**config.mk**
```make
export PLATFORM = sky130hd
export DESIGN_NAME = coder_out_arbiter
export DESIGN_NICKNAME = d
export VERILOG_FILES = /design/src/rtl/coder_arb_pkg.sv /design/src/rtl/rr_arbiter.sv /design/src/rtl/coder_out_arbiter.sv
export SDC_FILE = /design/constraint.sdc
export NUM_CORES = 1
export LEC_CHECK = 0
export ABC_AREA = 1
export CORE_ASPECT_RATIO = 0.6
export CORE_MARGIN = 4
export CORE_UTILIZATION = 50
export CTS_BUF_LIST = sky130_fd_sc_hd__clkbuf_4 sky130_fd_sc_hd__clkbuf_8
export CTS_CLUSTER_DIAMETER = 200
export DETAILED_ROUTE_END_ITERATION = 10
export GPL_TIMING_DRIVEN = 0
export PLACE_DENSITY = 0.82
export SLEW_MARGIN = 20
export SYNTH_ARGS = -nofsm -noshare
export SYNTH_HDL_FRONTEND = slang
export SYNTH_HIERARCHICAL = 1
export SYNTH_SLANG_ARGS = --single-unit
```
**constraint.sdc**
```tcl
create_clock -name coder_clk -period 8.1 [get_ports coder_clk]
set_input_delay 0.81 -clock coder_clk [delete_from_list [all_inputs] [get_ports coder_clk]]
set_output_delay 0.81 -clock coder_clk [all_outputs]
set_load 0.01 [all_outputs]
```
**src/rtl/coder_arb_pkg.sv**
```systemverilog
// Shared types and constants for the coder output arbiter.
package coder_arb_pkg;

  typedef enum logic [1:0] {
    ARB_RUN,
    ARB_DRAIN,
    ARB_DONE
  } arb_state_e;

  localparam int unsigned ARB_STAT_W = 32;

endpackage

```
**src/rtl/rr_arbiter.sv**
```systemverilog
// Combinational round-robin arbiter: grants the first requester at or after ptr,
// wrapping from N-1 to 0. The pointer register lives in the parent.
module rr_arbiter #(
  parameter int unsigned N = 8,
  localparam int unsigned W = (N > 1) ? $clog2(N) : 1
) (
  input  logic [N-1:0] req,
  input  logic [W-1:0] ptr,
  output logic [N-1:0] grant,
  output logic [W-1:0] grant_idx,
  output logic         any
);

  logic [31:0]  cand;
  logic [W-1:0] cand_idx;

  // Scan requesters starting at ptr; the first hit wins.
  always_comb begin
    grant     = '0;
    grant_idx = '0;
    any       = 1'b0;
    cand      = '0;
    cand_idx  = '0;
    for (int unsigned i = 0; i < N; i++) begin
      cand = {{(32 - W){1'b0}}, ptr} + i;
      if (cand >= N) cand = cand - N;
      cand_idx = cand[W-1:0];
      if (!any && req[cand_idx]) begin
        any             = 1'b1;
        grant[cand_idx] = 1'b1;
        grant_idx       = cand_idx;
      end
    end
  end

endmodule

```
**src/rtl/coder_out_arbiter.sv**
```systemverilog
// Merges the per-lane arithmetic coder byte streams into one tagged output stream
// through a single-stage output register. bits_last marks only the final byte of
// the whole compressed output, i.e. the last byte of the last lane to finish.
// Optional feature: define CODER_ARB_STATS_EN for per-lane accepted-byte counters
// on the stat_bytes port.
module coder_out_arbiter
  import coder_arb_pkg::*;
#(
  parameter int unsigned NUM_LANES = 8,
  parameter int unsigned IDX_W     = 8,
  parameter int unsigned DATA_W    = 8
) (
  input  logic                        coder_clk,
  input  logic                        coder_rst,
  input  logic [NUM_LANES-1:0]        lane_valid,
  output logic [NUM_LANES-1:0]        lane_ready,
  input  logic [NUM_LANES*DATA_W-1:0] lane_byte,
  input  logic [NUM_LANES-1:0]        lane_last,
  output logic                        coder_out_valid,
  input  logic                        coder_out_ready,
  output logic [IDX_W-1:0]            coder_out_bits_idx,
  output logic [DATA_W-1:0]           coder_out_bits_byte,
  output logic                        coder_out_bits_last,
  output logic                        status_done
`ifdef CODER_ARB_STATS_EN
  ,
  output logic [NUM_LANES*ARB_STAT_W-1:0] stat_bytes
`endif
);

  localparam int unsigned PTR_W = $clog2(NUM_LANES);

  arb_state_e           state_q, state_d;
  logic [NUM_LANES-1:0] done_q, done_d;
  logic [PTR_W-1:0]     rr_q, rr_d;
  logic                 out_valid_q, out_valid_d;
  logic [IDX_W-1:0]     out_idx_q, out_idx_d;
  logic [DATA_W-1:0]    out_byte_q, out_byte_d;
  logic                 out_last_q, out_last_d;

  logic [NUM_LANES-1:0] req;
  logic [NUM_LANES-1:0] grant;
  logic [PTR_W-1:0]     grant_idx;
  logic                 any_eligible;
  logic                 load;
  logic                 hs_out;
  logic                 grant_last;
  logic [DATA_W-1:0]    grant_byte;

  // Finished lanes and all lanes outside RUN are excluded from arbitration.
  assign req = (state_q == ARB_RUN) ? (lane_valid & ~done_q) : '0;

  rr_arbiter #(
    .N(NUM_LANES)
  ) u_rr_arbiter (
    .req      (req),
    .ptr      (rr_q),
    .grant    (grant),
    .grant_idx(grant_idx),
    .any      (any_eligible)
  );

  // Reset gates load so no lane is accepted while coder_rst is high.
  assign load       = ~coder_rst & (state_q == ARB_RUN) & (~out_valid_q | coder_out_ready) &
                      any_eligible;
  assign lane_ready = load ? grant : '0;
  assign hs_out     = out_valid_q & coder_out_ready;

  // Stream-final only if the granted lane's last closes the final open lane.
  assign grant_last = (|(grant & lane_last)) & (&(done_q | grant));

  // Select the granted lane's byte; one-hot grant, so at most one term is live.
  always_comb begin
    grant_byte = '0;
    for (int i = 0; i < int'(NUM_LANES); i++) begin
      if (grant[i]) grant_byte = lane_byte[i*DATA_W +: DATA_W];
    end
  end

  // Next-state: FSM, lane-done flags, round-robin pointer and output register.
  always_comb begin
    state_d     = state_q;
    done_d      = done_q;
    rr_d        = rr_q;
    out_valid_d = out_valid_q;
    out_idx_d   = out_idx_q;
    out_byte_d  = out_byte_q;
    out_last_d  = out_last_q;

    case (state_q)
      ARB_RUN:   if (load && grant_last) state_d = ARB_DRAIN;
      ARB_DRAIN: if (hs_out) state_d = ARB_DONE;
      ARB_DONE:  state_d = ARB_DONE;
      default:   state_d = ARB_RUN;
    endcase

    if (load) begin
      done_d      = done_q | (grant & lane_last);
      rr_d        = (grant_idx == PTR_W'(NUM_LANES - 1)) ? '0 : grant_idx + 1'b1;
      out_valid_d = 1'b1;
      out_idx_d   = IDX_W'(grant_idx);
      out_byte_d  = grant_byte;
      out_last_d  = grant_last;
    end else if (hs_out) begin
      out_valid_d = 1'b0;
    end
  end

  // State registers with synchronous reset; a pending output beat is dropped.
  always_ff @(posedge coder_clk) begin
    if (coder_rst) begin
      state_q     <= ARB_RUN;
      done_q      <= '0;
      rr_q        <= '0;
      out_valid_q <= 1'b0;
      out_idx_q   <= '0;
      out_byte_q  <= '0;
      out_last_q  <= 1'b0;
    end else begin
      state_q     <= state_d;
      done_q      <= done_d;
      rr_q        <= rr_d;
      out_valid_q <= out_valid_d;
      out_idx_q   <= out_idx_d;
      out_byte_q  <= out_byte_d;
      out_last_q  <= out_last_d;
    end
  end

  assign coder_out_valid     = out_valid_q;
  assign coder_out_bits_idx  = out_idx_q;
  assign coder_out_bits_byte = out_byte_q;
  assign coder_out_bits_last = out_last_q;
  assign status_done         = (state_q == ARB_DONE);

`ifdef CODER_ARB_STATS_EN
  logic [ARB_STAT_W-1:0] stat_q [NUM_LANES];

  // Per-lane accepted-byte counters; wrap naturally at 2^32.
  always_ff @(posedge coder_clk) begin
    for (int i = 0; i < int'(NUM_LANES); i++) begin
      if (coder_rst) begin
        stat_q[i] <= '0;
      end else if (lane_ready[i]) begin
        stat_q[i] <= stat_q[i] + 1'b1;
      end
    end
  end

  for (genvar gi = 0; gi < int'(NUM_LANES); gi++) begin : g_stat
    assign stat_bytes[gi*ARB_STAT_W +: ARB_STAT_W] = stat_q[gi];
  end
`endif

endmodule

```
==> run metrics <==
Static Leakage about 2.2 nW; Root Driver clkbuf_8; starting density of the core around half; CP required 7.29 ns; Die Span X between 100 and 150 um; initial antenna violation count 0; crit path launch type flop; Yosys reg bits 26; CTS clock-pin slew for the worst setup and hold paths 0.09 ns; Worst Tran Pin Value between 0.5 and 0.6 ns; CP arrival around 4.4 ns; cts bufs inserted 3; final net count around 850; Placed Cells between 800 and 900; GR Overflow Total 0; Cell Rows 23; clock sink total 26; Die H ~73 um; Pins Over Slew Limit 0; post-CTS sizing 0; CTS Buffer Depth 2; crit path capture type output pin; Iteration-0 DRC Markers between 400 and 500; crit path time final approximately 5.2 ns; Post-CTS Setup Bufs 0; VDD IR max 0.273 mV; core area 6710 um^2; vias in the first global route 4175; Distinct cells, synth 34; Cell Area, Synth about 3500 um^2; Syn. warnings 6; Post-CTS Hold Buffers 0; max cap viols 0; Slew HR between 60% and 70%; layout cells sized above 1 approximately 11%; TNS Setup 0 ns; GRT Total Usage between 20% and 30%; PD cells roughly 460 nW/um^2; final setup vio count 0; post-route clock skew 0.00463 ns; largest net degree at the start of global routing 15; Final GP Congestion about 0.98; Final ANT Viol Nets 0; DR pass1 iterations 6; drt drc 0; Synth top area share 19.1%; cell accounting for the most synthesized area nand2_1; H-tree levels 1; vias per cell approximately 5.6; final wirelength 13.1 mm; RSZ-0062 raised after global routing false; CTS tree yes; Fmax 191 MHz; Post-Syn Instances around 640; Tcrit/Tclk final 64.8%; Clock Latency Late Sink 0.27 ns; Syn Area/Cell about 5.4 um^2; area grow syn2layout 34.8%; sequential share of the synthesized area between 10% and 20%; Final Hold Viols 0; DR vias between 4000 and 5000; DPL Wire Length about 11 mm; Buffers on Ports between 100 and 150; CP Max Fanout 10; die area around 8400 um^2; IO Count between 100 and 150; Avg WL per Cell roughly 16 um; synth top area cells nand2_1 19%, dfxtp_1 15%, nand3_1 14%, nor2_1 12%, a21oi_1 5.0%; HP Class flop to flop; Post-Layout Cell Count approximately 840; first-pass GRT wire length roughly 20 mm; # diodes 0; Layout Utilization 70.0%; status complete, no violations; kind of critical path flop to output pin
-- critical path: stages (launching register included) --
cell,delay (ns)
dfxtp_1,0.40
buf_6,0.15
inv_4,0.05
buf_6,0.15
buf_2,0.20
ha_1,0.39
inv_1,0.24
nand3_2,0.14
nand3_1,0.11
nand2_1,0.12
nor2_2,0.14
nand4_4,0.10
nor2_4,0.20
buf_6,0.17
nand4_1,0.10
nand3_1,0.20
clkinv_1,0.27
clkbuf_1,0.31
nor2_1,0.17
clkdlybuf4s50_1,0.55
-- final timing paths --
path | startpoint | endpoint | slack (ns) | cells after the start
setup / recovery | rr_q[0] | lane_ready[5] | 2.85 | 19
hold / removal | coder_out_bits_byte[7] | coder_out_bits_byte[7] | 0.47 | 2
setup reg to reg | rr_q[0] | coder_out_bits_byte[7] | 3.96 | 22
hold reg to reg | coder_out_bits_byte[7] | coder_out_bits_byte[7] | 0.47 | 2
-- sequential cells by signal, indices dropped and copies added (netlist names) --
name and count:
rr_q 3, coder_out_bits_byte 8, coder_out_bits_last 1, coder_out_bits_idx 3
coder_out_valid 1, done_q 8, state_q 2
-- cell usage in the layout (no fill, tap or decap), types with 5 or more instances in the layout --
cell,instances
buf_4,6
nor3_1,26
nand2_2,5
inv_1,38
clkdlybuf4s50_1,103
nor2_1,114
a21oi_1,35
dfxtp_1,26
buf_6,6
clkbuf_1,6
nand4_1,12
nand2_1,177
o22ai_1,7
nand3_1,94
nand3_2,6
conb_1,5
buf_2,20
or2_2,8
ha_1,12
inv_2,11
o21ai_0,6
-- power breakdown --
group / internal, mW / switching (mW) / total [mW]
registers: 0.163 / 0.0316 / 0.195
logic: 0.619 / 1.26 / 1.88
clock network: 0.0435 / 0.0424 / 0.0859
total: 0.826 / 1.33 / 2.16
-- area by class of cell --
class	count	area (um^2)
flip-flops and latches	26	520
fillers	620	2010
well taps	87	109
inverters	54	205
multi-input cells	528	2530
clock buffers	4	55.1
plain buffers	40	243
repair buffers	103	1030
-- Yosys cell counts (all sizes together) --
cell	number
o22ai	7
nand3	100
clkbuf	6
nor2	121
o31ai	1
a21oi	36
o21ai	8
inv	50
dfxtp	26
clkinv	4
or2	9
nor3	26
nand3b	1
nand4	13
a31oi	1
nand2	186
conb	1
buf	34
o21bai	2
ha	12
-- layer usage --
layer / global-route usage (%) / wire [um]
met4: 5.02 / 129
met3: 5.97 / 1660
met2: 46.2 / 5380
met5: 0 / 0
met1: 44.1 / 5980
-- cells by family (layout without fill, tap and decap cells) --
kind of cell / Yosys count / count (layout) / synth area share, %
other cells: 1 / 5 / 0.108
fa+ha+maj: 12 / 12 / 4.31
simple gates: 456 / 456 / 58.8
buf+inv: 94 / 201 / 12.9
flops: 26 / 26 / 15.0
compound gates: 55 / 55 / 8.91
-- metrics by stage --
step                      hold slack [ns]  worst slack, ns  power (mW)  area (um^2)
final                               0.469             2.85        2.16         4690
after global routing                0.490             2.71        2.37         4690
after CTS                           0.469             3.00        2.10         4690
after detailed placement            0.455             3.13        2.01         4640
after global placement              0.457             3.14        1.96         4640
after floorplan                     0.452             4.42        1.53         3500
No activity file was read; power rests on OpenSTA's default activity.
